### config.mk
export PLATFORM = sky130hd
export DESIGN_NAME = pipe_stage_reg
export DESIGN_NICKNAME = d
export VERILOG_FILES = /design/src/rtl/pipe_pkg.sv /design/src/rtl/pipe_stage_reg_sat_counter.sv /design/src/rtl/pipe_stage_reg.sv
export SDC_FILE = /design/constraint.sdc
export NUM_CORES = 1
export LEC_CHECK = 0
export BUFFER_PORTS_ARGS = -buffer_cell sky130_fd_sc_hd__buf_2
export CORE_ASPECT_RATIO = 1.2
export CORE_UTILIZATION = 30
export CTS_BUF_LIST = sky130_fd_sc_hd__clkbuf_8
export DETAILED_ROUTE_END_ITERATION = 10
export SYNTH_ARGS = -nofsm -noshare
export SYNTH_HDL_FRONTEND = slang
export SYNTH_SLANG_ARGS = --single-unit
### constraint.sdc
create_clock -name clk_i -period 1.83 [get_ports clk_i]
set_clock_uncertainty 0.2 [all_clocks]
set_input_delay 0.366 -clock clk_i [delete_from_list [all_inputs] [get_ports clk_i]]
set_output_delay 0.366 -clock clk_i [all_outputs]
set_load 0.1 [all_outputs]
### src/rtl/pipe_pkg.sv
// Shared pipeline constants: default stage-register widths and
// the EX/MEM payload field layout (control bits in the MSBs).
package pipe_pkg;

   localparam int DATA_W_DEF = 73;
   localparam int CTRL_W_DEF = 4;
   localparam int CNT_W_DEF  = 16;

   // EX/MEM payload: {RegWrite,MemtoReg,MemRead,MemWrite,ALUResult,RS2data,RD}
   localparam int EXMEM_RD_LSB   = 0;
   localparam int EXMEM_RD_W     = 5;
   localparam int EXMEM_RS2_LSB  = 5;
   localparam int EXMEM_RS2_W    = 32;
   localparam int EXMEM_ALU_LSB  = 37;
   localparam int EXMEM_ALU_W    = 32;
   localparam int EXMEM_MEMWRITE = 69;
   localparam int EXMEM_MEMREAD  = 70;
   localparam int EXMEM_MEMTOREG = 71;
   localparam int EXMEM_REGWRITE = 72;

endpackage

### src/rtl/pipe_stage_reg_sat_counter.sv
// Saturating up-counter used for the stage stall statistic.
// Holds at all-ones instead of wrapping.
module sat_counter #(
   parameter int CNT_W = 16
) (
   input  logic             clk_i,
   input  logic             rst_i,
   input  logic             inc_i,
   output logic [CNT_W-1:0] count_o
);

   logic [CNT_W-1:0] r_count;
   logic             w_full;

   assign w_full  = &r_count;
   assign count_o = r_count;

   always_ff @(posedge clk_i or negedge rst_i) begin
      if (!rst_i) begin
         r_count <= '0;
      end else if (inc_i && !w_full) begin
         r_count <= r_count + 1'b1;
      end
   end

endmodule

### src/rtl/pipe_stage_reg.sv
// Valid/ready pipeline stage register with flush and stall counter.
// Define PIPE_STAGE_SKID_EN for a 2-entry skid buffer with registered ready.
module pipe_stage_reg
   import pipe_pkg::*;
#(
   parameter int DATA_W = DATA_W_DEF,
   parameter int CTRL_W = CTRL_W_DEF,
   parameter int CNT_W  = CNT_W_DEF
) (
   input  logic              clk_i,
   input  logic              rst_i,
   input  logic              flush_i,
   input  logic              in_valid_i,
   output logic              in_ready_o,
   input  logic [DATA_W-1:0] in_data_i,
   output logic              out_valid_o,
   input  logic              out_ready_i,
   output logic [DATA_W-1:0] out_data_o,
   output logic [CNT_W-1:0]  stall_cnt_o
);

   localparam logic [DATA_W-1:0] CTRL_MASK =
      ~({DATA_W{1'b1}} >> CTRL_W);

   logic              r_valid;
   logic [DATA_W-1:0] r_data;
   logic              w_in_xfer;
   logic              w_out_xfer;
   logic              w_stall;

   assign w_in_xfer  = in_valid_i & in_ready_o;
   assign w_out_xfer = r_valid & out_ready_i;
   assign w_stall    = r_valid & ~out_ready_i;

   // Bubbles must never carry live control bits downstream
   assign out_valid_o = r_valid;
   assign out_data_o  = r_valid ? r_data : (r_data & ~CTRL_MASK);

`ifdef PIPE_STAGE_SKID_EN
   logic              r_skid_valid;
   logic [DATA_W-1:0] r_skid_data;

   assign in_ready_o = ~r_skid_valid | flush_i;

   always_ff @(posedge clk_i or negedge rst_i) begin
      if (!rst_i) begin
         r_valid      <= 1'b0;
         r_data       <= '0;
         r_skid_valid <= 1'b0;
         r_skid_data  <= '0;
      end else if (flush_i) begin
         r_valid      <= 1'b0;
         r_skid_valid <= 1'b0;
      end else if (w_out_xfer) begin
         if (r_skid_valid) begin
            r_data       <= r_skid_data;
            r_skid_valid <= 1'b0;
         end else begin
            r_valid <= w_in_xfer;
            if (w_in_xfer) begin
               r_data <= in_data_i;
            end
         end
      end else if (w_in_xfer) begin
         if (!r_valid) begin
            r_valid <= 1'b1;
            r_data  <= in_data_i;
         end else begin
            r_skid_valid <= 1'b1;
            r_skid_data  <= in_data_i;
         end
      end
   end
`else
   assign in_ready_o = ~r_valid | out_ready_i | flush_i;

   always_ff @(posedge clk_i or negedge rst_i) begin
      if (!rst_i) begin
         r_valid <= 1'b0;
         r_data  <= '0;
      end else if (flush_i) begin
         r_valid <= 1'b0;
      end else if (w_in_xfer) begin
         r_valid <= 1'b1;
         r_data  <= in_data_i;
      end else if (w_out_xfer) begin
         r_valid <= 1'b0;
      end
   end
`endif

   sat_counter #(
      .CNT_W (CNT_W)
   ) u_stall_cnt (
      .clk_i   (clk_i),
      .rst_i   (rst_i),
      .inc_i   (w_stall),
      .count_o (stall_cnt_o)
   );

endmodule
==> impl_metrics.toml, run 1 <==
[synth]
yosys.area_share.xor_xnor_pct = 2.699
synth_area_leaders = "sky130_fd_sc_hd__dfrtp_1, sky130_fd_sc_hd__mux2_4, sky130_fd_sc_hd__buf_4, sky130_fd_sc_hd__buf_12, sky130_fd_sc_hd__xnor2_1"
mappedNetlistNets = 385
synthesis.area_per_instance_um2 = 14.85
synth-edff-count = 0
ys.flop_type = "sky130_fd_sc_hd__dfrtp_1"
synth_simple_gate_area_share_pct = 5.508
synth_top_family_by_area = "multiplexers"
synth_cell_types = 34
yosys.cell_count.top_type = "sky130_fd_sc_hd__dfrtp_1"
post-synth-top-area-fraction_pct = 49.57
synth-compound-area-share_pct = 2.341
synthArstFlopShare_pct = 100.0
synth_fa_ha_area_share_pct = 0.2754
synthDominantAreaCellType = "sky130_fd_sc_hd__dfrtp_1"
synth-seq-area-share_pct = 49.57
ys_top_cells_by_count = "sky130_fd_sc_hd__dfrtp_1, sky130_fd_sc_hd__mux2_4, sky130_fd_sc_hd__buf_4, sky130_fd_sc_hd__xnor2_1, sky130_fd_sc_hd__buf_12"
count_of_yosys_warnings_during_synthesis = 0
seq_cells_post_synth = 90
post_synth_inst_count = 306
muxShareOfSynthArea_pct = 24.35
post_synth_instance_area_um2 = 4543

[layout]
share_of_final_layout_standard_cells_stronger_than_drive_strength_1_pct = 68.51
synthToLayoutAreaGrowth_pct = 39.99
diodes = 0
final_net_count = 563

[outcome]
outcome = "finished with violations"
violations = "setup timing"

[setup_path]
worst-path-buf-inv = 3
crit_path_capture_type = "flop"
crit_path_top_delay_cell = "sky130_fd_sc_hd__dfrtp_4"
worstSetupPathType = "flop to flop"
timing.critical_path.slowest_cell_delay_ps = 480
crit_path_frequent_cell = "sky130_fd_sc_hd__buf_12"
critPathTopFamily = "flip-flops"
cp-start-kind = "flop"
worst-endpoint-arrival_ps = 2010
worst-endpoint-required_ps = 1870
critical_path.cell_chain = "and2b_4 -> nor3b_4 -> buf_6 -> buf_12 -> buf_12 -> mux2_4"
reg2reg_depth = 6
crit_path_max_fanout = 11
count_of_cell_instances_traversed_by_the_critical_path = 6

[routing]
via_per_inst = 4.152
route.final.wire_length_um = 9749
route.detailed.wl_per_inst_um = 14.15
drt_iter0_markers = 66
num_vias = 2861
drc = 0
drtPass1Iterations = 4
number_of_nets_still_failing_antenna_checks_after_routing = 0

[min_path]
min-delay-path-class = "input port to flop"
worst_hold_path.num_cells = 2

[power_and_ir_drop]
total_switching_power_mw = 3.825
sw_frac_of_total_pct = 47.50
p_leak_nw = 3.052
clkPwrFrac_pct = 19.5
total_power_mw = 8.053
power_per_cell_area_nw_per_um2 = 1266
max-vdd-ir-drop_v = 0.0006543
p_seq_share_pct = 32.4
power.internal_mw = 4.227
pwr-share-comb_pct = 48.1

[floorplanning]
die-width_um = 114.3
num_rows = 48
floorplan.die_area_um2 = 15640
io-pin-count = 169
dieHeight_um = 136.8
starting_density_pct = 31.13
core_region_area_um2 = 14590

[sta]
timing.final.setup_violations = 70
achievable-frequency_mhz = 509.4
totalNegativeSetupSlack_ps = -6979
setup_repair_after_global_routing_missed_its_margin = "yes"
setup_ws_ps = -133.1
max-slew-margin-rel_pct = 66.38
finalMaxSlewViolations = 0
worstMarginPinSlew_ps = 507.8
layout_min_cycle_time_ps = 1963
hold_violations = 0
fin_crit_sh_pct = 107.3

[grt]
number_of_global_route_vias_before_repair = 3018
grt_max_degree = 91
grt.total_usage_pct = 12.74
antenna_found_initial = 0
first_pass_grt_wire_length_um = 15240
grt.overflow.total = 0

[place]
dpl.hpwl_um = 6363
gpl.final_weighted_congestion = 0.7514
buffer_ports.inserted = 168

[clock_network]
max-clock-path-buffers = 2
cts_htree_levels = 3
worst_setup_hold_path_clk_slew_ps = 90
clkLatencyLatePin_ps = 360
tritoncts_clock_tree = "done"
clock-root-buffer = "sky130_fd_sc_hd__clkbuf_8"
cts_inserted_buffers = 9
numClockSinks = 90

[flow_run]
drv.max_cap_violation_count = 0
state kept, by name, indices dropped and copies added, names as in the netlist:
name                 cells
u_stall_cnt.count_o     16
out_valid_o              1
r_data                  73
per-layer routing:
metal	vias to the layer above	global-route usage [%]	part of all wire (%)
li1	1323	-	-
met1	1422	14.94	42
met2	105	21.75	52
met3	11	3.144	4.9
met4	0	6.205	1.9
met5	-	0	0
path summary, 6_finish.rpt:
| path | slack, ps | from | to |
|---|---|---|---|
| worst min-delay path | 40 | in_data_i[8] | r_data[8] |
| min in group asynchronous | 380 | rst_i | r_data[2] |
| worst max-delay path | -130 | out_valid_o | r_data[45] |
| max in group asynchronous | 660 | rst_i | u_stall_cnt.count_o[1] |
| worst max register to register | -130 | out_valid_o | r_data[45] |
| worst min register to register | 310 | r_data[44] | r_data[44] |
cells by family (layout without fill, tap and decap cells):
group,count (synthesis),in the layout
multiplexers,75,75
flip-flops,90,90
AO/OA/AOI/OAI,11,11
XOR/XNOR,14,14
buffers and inverters,81,264
AND/OR/NAND/NOR,34,34
adder cells (fa/ha/maj),1,1
layout by cell type, fill, tap and decap left out, types with 2 or more instances in the layout:
cell / n
sky130_fd_sc_hd__o2111ai_2: 2
sky130_fd_sc_hd__buf_6: 9
sky130_fd_sc_hd__xnor2_1: 14
sky130_fd_sc_hd__dfrtp_4: 14
sky130_fd_sc_hd__inv_1: 2
sky130_fd_sc_hd__o211ai_2: 3
sky130_fd_sc_hd__and3_2: 2
sky130_fd_sc_hd__buf_8: 4
sky130_fd_sc_hd__buf_4: 23
sky130_fd_sc_hd__nand4_1: 2
sky130_fd_sc_hd__buf_2: 147
sky130_fd_sc_hd__nand3_1: 4
sky130_fd_sc_hd__dfrtp_1: 73
sky130_fd_sc_hd__mux2_4: 74
sky130_fd_sc_hd__clkbuf_8: 12
sky130_fd_sc_hd__bufinv_16: 2
sky130_fd_sc_hd__and2_2: 5
sky130_fd_sc_hd__and2_1: 2
sky130_fd_sc_hd__buf_12: 15
sky130_fd_sc_hd__o21ai_2: 4
sky130_fd_sc_hd__dfrtp_2: 3
sky130_fd_sc_hd__dlygate4sd3_1: 46
sky130_fd_sc_hd__nor2_1: 5
final cells by class:
class / instances / area [um2]
clock inverters: 4 / 72.57
multi-input cells: 135 / 1693
flip-flops and latches: 90 / 2308
clock buffers: 12 / 165.2
repair buffers: 246 / 1863
inverters: 2 / 7.507
fillers: 1358 / 8234
well taps: 200 / 250.2
worst reg2reg max path: stages (launching register included):
cell	delay [ps]
sky130_fd_sc_hd__dfrtp_4	480
sky130_fd_sc_hd__and2b_4	190
sky130_fd_sc_hd__nor3b_4	240
sky130_fd_sc_hd__buf_6	160
sky130_fd_sc_hd__buf_12	110
sky130_fd_sc_hd__buf_12	140
sky130_fd_sc_hd__mux2_4	320
power by group through the flow:
stage / logic, mW / registers, mW / clock network, mW
after floorplan: 3.05 / 2.98 / 0
after global placement: 3.65 / 2.64 / 0
after detailed placement: 3.68 / 2.64 / 0
after CTS: 3.85 / 2.61 / 1.66
after global routing: 4.00 / 2.65 / 1.72
final: 3.88 / 2.61 / 1.57
stage by stage:
| stage | setup WS [ps] | util [%] | cell area (um2) | cells | hold slack [ps] |
|---|---|---|---|---|---|
| 2_1_floorplan | -186.2 | - | 4631 | 306 | -129.6 |
| 3_3_place_gp | -111.8 | 36.51 | 5329 | 615 | 246.4 |
| 3_5_place_dp | -129.3 | 36.51 | 5329 | 615 | 258.1 |
| 4_1_cts | -156.0 | 43.12 | 6294 | 686 | 2.951 |
| 5_1_grt | -189.9 | 43.58 | 6360 | 689 | 7.036 |
| 6_report | -133.1 | 43.58 | 6360 | 689 | 35.65 |
repair_timing:
action,in CTS,in global routing
buffers inserted,7,4
endpoints found under the hold margin,135,0
setup endpoints to repair,88,86
gates cloned,2,1
resized for setup,35,10
pin swaps,0,3
hold buffers,46,0
Power figures use the tool's default switching activity.
==> run 2: changes to the inputs <==
==> constraint.sdc (replaced) <==
create_clock -name clk_i -period 1.83 [get_ports clk_i]
set_clock_uncertainty 0.2 [all_clocks]
set_input_delay 0.2745 -clock clk_i [delete_from_list [all_inputs] [get_ports clk_i]]
set_output_delay 0.2745 -clock clk_i [all_outputs]
set_load 0.1 [all_outputs]
==> run 2 against run 1 <==
Effect of this change: the flow still finishes with violations (setup timing); sequential share of layout area decreased by 0.58 points; via count grew 3.3%; worst setup slack better by 96 ps; highest routed layer unchanged; critical path type unchanged.
==> impl_metrics.toml, run 2 (synthesized netlist as in run 1, its figures left out) <==
[grt]
grt_busiest_layer = "met2"
grt.total_usage_pct = 13.44
grt.overflow.total = 0
number_of_global_route_vias_before_repair = 3130
globalRouteMet3Util_pct = 3.144
first_pass_grt_wire_length_um = 15880
grt_use_met2_pct = 23.67
antenna_found_initial = 0
grt_max_degree = 51
grtUsageMet1_pct = 15.10

[layout]
final_common_cell = "sky130_fd_sc_hd__buf_2"
largest_reg_flops = 73
regMostFlops = "r_data"
nFillCells = 1314
layout_common_cells = "sky130_fd_sc_hd__buf_2, sky130_fd_sc_hd__dlygate4sd3_1, sky130_fd_sc_hd__mux2_4, sky130_fd_sc_hd__dfrtp_1, sky130_fd_sc_hd__buf_4"
share_of_final_layout_standard_cells_stronger_than_drive_strength_1_pct = 63.69
final_net_count = 589
diodes = 0
synthToLayoutAreaGrowth_pct = 42.25

[setup_path]
critical_path.cell_chain = "and2b_4 -> nor3b_4 -> buf_6 -> buf_12 -> mux2_4"
worst-endpoint-arrival_ps = 1930
crit_path_max_fanout = 11
cp-start-kind = "flop"
crit_path_top_delay_cell = "sky130_fd_sc_hd__dfrtp_4"
worst_r2r_endpoint = "r_data[13]"
worst_r2r_startpoint = "out_valid_o"
worst-endpoint-required_ps = 1890
r2r_setup_slack_ps = -40
worstSetupPathType = "flop to flop"
reg2reg_depth = 5
timing.critical_path.slowest_cell_delay_ps = 480
crit_path_capture_type = "flop"

[routing]
drt_iter0_markers = 62
drtPass1Iterations = 4
route.detailed.wl_per_inst_um = 14.32
num_vias = 2956
drc = 0
route.final.wire_length_um = 10240
via_per_inst = 4.134
number_of_nets_still_failing_antenna_checks_after_routing = 0

[sta]
setup_ws_ps = -37.12
max-slew-margin-rel_pct = 65.85
fin_crit_sh_pct = 102.0
layout_min_cycle_time_ps = 1867
hold-worst-slack_ps = 197.2
finalMaxSlewViolations = 0
timing.final.setup_violations = 63
worstMarginPinSlew_ps = 512.2
setup_repair_after_global_routing_missed_its_margin = "yes"
hold_violations = 0
achievable-frequency_mhz = 535.6
totalNegativeSetupSlack_ps = -1091

[min_path]
min-delay-path-class = "input port to asynchronous set/reset pin"

[clock_network]
cts_htree_levels = 3
max-clock-path-buffers = 2
cts_inserted_buffers = 9
clock-root-buffer = "sky130_fd_sc_hd__clkbuf_8"
tritoncts_clock_tree = "done"
clkLatencyLatePin_ps = 370
worst_setup_hold_path_clk_slew_ps = 90
numClockSinks = 90

[floorplanning]
die-width_um = 114.3
dieHeight_um = 136.8
starting_density_pct = 31.13
io-pin-count = 169
core_region_area_um2 = 14590
floorplan.die_area_um2 = 15640
num_rows = 48

[power_and_ir_drop]
p_leak_nw = 3.114
power_per_cell_area_nw_per_um2 = 1215
total_power_mw = 7.851
max-vdd-ir-drop_v = 0.0005099

[place]
buffer_ports.inserted = 168
dpl.hpwl_um = 6500
gpl.final_weighted_congestion = 0.8059

[outcome]
violations = "setup timing"
outcome = "finished with violations"

[flow_run]
drv.max_cap_violation_count = 0
-- run 2: per-layer routing --
metal,up-vias,part of all wire (%)
met5,-,0
met4,0,2.2
met3,15,5.1
met2,103,52
met1,1459,41
li1,1379,-
-- run 2: worst max-delay path, delay by kind of cell, from the launching register on --
| family | cells | cell delay [ps] |
|---|---|---|
| AND/OR/NAND/NOR | 2 | 390 |
| multiplexers | 1 | 310 |
| flip-flops | 1 | 480 |
| buffers and inverters | 2 | 360 |
-- run 2: where the power goes --
part | switching, mW | internal, mW
Combinational | 2.89 | 0.968
Clock | 0.724 | 0.671
Sequential | 0.246 | 2.35
-- run 2: final cells by class --
type	count	area (um2)	area share, %
Clock inverter	6	65.06	1.007
Multi-Input combinational cell	135	1669	25.83
Inverter	2	7.507	0.1162
Timing Repair Buffer	272	2024	31.33
Sequential cell	90	2308	35.72
Clock buffer	10	137.6	2.130
Tap cell	200	250.2	3.872
-- run 2: worst max-delay path by stage --
| stage | startpoint | end | slack [ps] | cells past startpoint |
|---|---|---|---|---|
| final | out_valid_o | r_data[13] | -40 | 5 |
| after global routing | out_valid_o | r_data[13] | -110 | 5 |
| after CTS | out_valid_o | in_ready_o | -70 | 4 |
| after detailed placement | out_valid_o | r_data[13] | -60 | 5 |
| after global placement | out_valid_o | r_data[36] | -30 | 5 |
| after floorplan | out_valid_o | r_data[0] | -190 | 5 |
-- run 2: metrics by stage --
step | instances | util (%) | area, um2 | setup WS [ps]
after detailed placement | 614 | 36.45 | 5319 | -58.61
after CTS | 711 | 43.84 | 6397 | -71.65
after global placement | 614 | 36.45 | 5319 | -29.01
final | 715 | 44.28 | 6462 | -37.12
after global routing | 715 | 44.28 | 6462 | -114.3
after floorplan | 306 | - | 4631 | -186.2
-- run 2: what timing repair did --
action	4_1_cts	5_1_grt
pin swaps	0	3
hold buffers	76	0
setup endpoints to repair	60	86
cloned	2	0
gates resized for setup	12	7
endpoints found under the hold margin	164	0
buffers inserted	3	4
==> run 3: changes to the inputs <==
--- a/config.mk
+++ b/config.mk
@@ -10,6 +10,7 @@
 export CORE_UTILIZATION = 30
 export CTS_BUF_LIST = sky130_fd_sc_hd__clkbuf_8
 export DETAILED_ROUTE_END_ITERATION = 10
+export SETUP_SLACK_MARGIN = 0.3
 export SYNTH_ARGS = -nofsm -noshare
 export SYNTH_HDL_FRONTEND = slang
 export SYNTH_SLANG_ARGS = --single-unit
==> constraint.sdc (replaced) <==
create_clock -name clk_i -period 1.83 [get_ports clk_i]
set_clock_uncertainty 0.2 [all_clocks]
set_input_delay 0.2745 -clock clk_i [delete_from_list [all_inputs] [get_ports clk_i]]
set_output_delay 0.2745 -clock clk_i [all_outputs]
set_load 0.01 [all_outputs]
==> run 3 against run 2 <==
Effect of this change: global-route usage grew 0.073 points; via count up 2.2%; sequential power about the same; power fell by 26%; largest power group is now registers; critical path depth stayed put; utilization rose by 0.75 points; die area stayed put; worst setup slack gained 57 ps; the flow now finishes without violations; largest cell class unchanged.
==> impl_metrics.toml, run 3 (synthesized netlist as in run 1, its figures left out) <==
[sta]
fin_crit_sh_pct = 98.91
timing.final.setup_violations = 0
finalMaxSlewViolations = 0
achievable-frequency_mhz = 552.5
layout_min_cycle_time_ps = 1810
hold_violations = 0
max-slew-margin-rel_pct = 75.17
worstMarginPinSlew_ps = 372.5
setup_repair_after_global_routing_missed_its_margin = "yes"

[setup_path]
critical_path.cell_chain = "and2b_4 -> nor3b_4 -> buf_12 -> buf_12 -> mux2_4"
count_of_cell_instances_traversed_by_the_critical_path = 5
worst-path-buf-inv = 2
worst_r2r_endpoint = "r_data[3]"
cp-start-kind = "flop"
crit_path_capture_type = "flop"
worst-endpoint-arrival_ps = 1860
crit_path_frequent_cell = "sky130_fd_sc_hd__buf_12"
crit_path_max_fanout = 17
worstSetupPathType = "flop to flop"
r2r_setup_slack_ps = 20
timing.critical_path.slowest_cell_delay_ps = 410
worst-endpoint-required_ps = 1880
reg2reg_depth = 5
crit_path_top_delay_cell = "sky130_fd_sc_hd__dfrtp_2"
worst_r2r_startpoint = "out_valid_o"
critPathTopFamily = "flip-flops"

[routing]
drt_iter0_markers = 79
num_vias = 3022
via_per_inst = 4.123
drtPass1Iterations = 4
route.final.wire_length_um = 10520
drc = 0
route.detailed.wl_per_inst_um = 14.36
number_of_nets_still_failing_antenna_checks_after_routing = 0

[grt]
grt_busiest_layer = "met2"
grt.total_usage_pct = 13.51
first_pass_grt_wire_length_um = 16080
grt.overflow.total = 0
number_of_global_route_vias_before_repair = 3231
globalRouteMet3Util_pct = 3.676
grtUsageMet1_pct = 14.75
grt_max_degree = 48
antenna_found_initial = 0
grt_use_met2_pct = 24.55

[layout]
final_common_cell = "sky130_fd_sc_hd__buf_2"
synthToLayoutAreaGrowth_pct = 44.67
nFillCells = 1295
diodes = 0
finish.utilization_pct = 45.04
regMostFlops = "r_data"
layout_common_cells = "sky130_fd_sc_hd__buf_2, sky130_fd_sc_hd__dfrtp_1, sky130_fd_sc_hd__dlygate4sd3_1"
share_of_final_layout_standard_cells_stronger_than_drive_strength_1_pct = 63.79
final_net_count = 608
largest_reg_flops = 73

[power_and_ir_drop]
total_power_mw = 5.783
clkPwrFrac_pct = 25.0
pwr-share-comb_pct = 30.6
sw_frac_of_total_pct = 27.84
p_leak_nw = 3.213
total_switching_power_mw = 1.610
power_per_cell_area_nw_per_um2 = 879.9
p_seq_share_pct = 44.4
power.internal_mw = 4.173
max-vdd-ir-drop_v = 0.0005071

[clock_network]
cts_inserted_buffers = 9
worst_setup_hold_path_clk_slew_ps = 90
numClockSinks = 90
clock-root-buffer = "sky130_fd_sc_hd__clkbuf_8"
clkLatencyLatePin_ps = 350
tritoncts_clock_tree = "done"
cts_htree_levels = 3
max-clock-path-buffers = 2

[floorplanning]
io-pin-count = 169
core_region_area_um2 = 14590
floorplan.die_area_um2 = 15640
num_rows = 48
starting_density_pct = 31.13
dieHeight_um = 136.8
die-width_um = 114.3

[outcome]
outcome = "complete, no violations"

[min_path]
min-delay-path-class = "input port to asynchronous set/reset pin"

[place]
gpl.final_weighted_congestion = 0.8026
dpl.hpwl_um = 6926
buffer_ports.inserted = 168

[flow_run]
drv.max_cap_violation_count = 0
-- run 3: cell types whose count changed in the layout (fill, tap and decap cells not counted), sizes merged --
cell      before  now
bufinv         1    2
buf          196  215
clkbuf        10    9
clkinv         3    1
clkinvlp       1    2
-- run 3: layout make-up --
cell class	count	area (um2)	share of cell area (%)
Clock buffer	9	123.9	1.885
Clock inverter	6	83.83	1.275
Inverter	2	7.507	0.1142
Multi-Input combinational cell	135	1732	26.35
Sequential cell	90	2260	34.38
Tap cell	200	250.2	3.807
Timing Repair Buffer	291	2116	32.19
-- run 3: timing repair --
item                       in CTS  in global routing
pin swaps                      11                  6
hold buffers                   76                  0
setup buffers                  11                  8
resized for setup              17                 26
hold endpoints to repair      164                  0
setup endpoints to repair      97                102
-- run 3: worst max-delay path by stage --
stage | from | endpoint | slack (ps)
4_1_cts | out_valid_o | in_ready_o | 4
3_5_place_dp | out_ready_i | r_data[10] | 3
5_1_grt | out_valid_o | r_data[3] | -40
6_report | out_valid_o | r_data[3] | 20
3_3_place_gp | out_ready_i | r_data[9] | 30
2_1_floorplan | out_valid_o | r_data[0] | 50
-- run 3: power groups by stage --
| stage | Combinational, mW | Clock [mW] | Sequential [mW] |
|---|---|---|---|
| 6_report | 1.77 | 1.45 | 2.57 |
| 5_1_grt | 1.89 | 1.59 | 2.61 |
| 4_1_cts | 1.61 | 1.51 | 2.56 |
| 3_5_place_dp | 1.36 | 0 | 2.58 |
| 3_3_place_gp | 1.34 | 0 | 2.58 |
| 2_1_floorplan | 1.12 | 0 | 2.56 |
-- run 3: through the flow --
step | setup slack, ps | hold WS (ps) | instances | setup TNS [ps] | instance area (um2)
global route | -37.36 | 156.8 | 733 | -940.6 | 6573
CTS | 3.946 | 141.1 | 725 | 0 | 6379
global placement | 28.69 | 10.70 | 623 | 0 | 5246
finish | 19.90 | 160.6 | 733 | 0 | 6573
detailed placement | 3.462 | 21.29 | 623 | 0 | 5246
floorplan | 46.58 | -221.1 | 306 | 0 | 4578
-- run 3: metal layers --
metal  part of all wire [%]  wire (um)
met1                     39       4149
met2                     54       5656
met3                    4.7        497
met4                    2.1        221
met5                      0          0
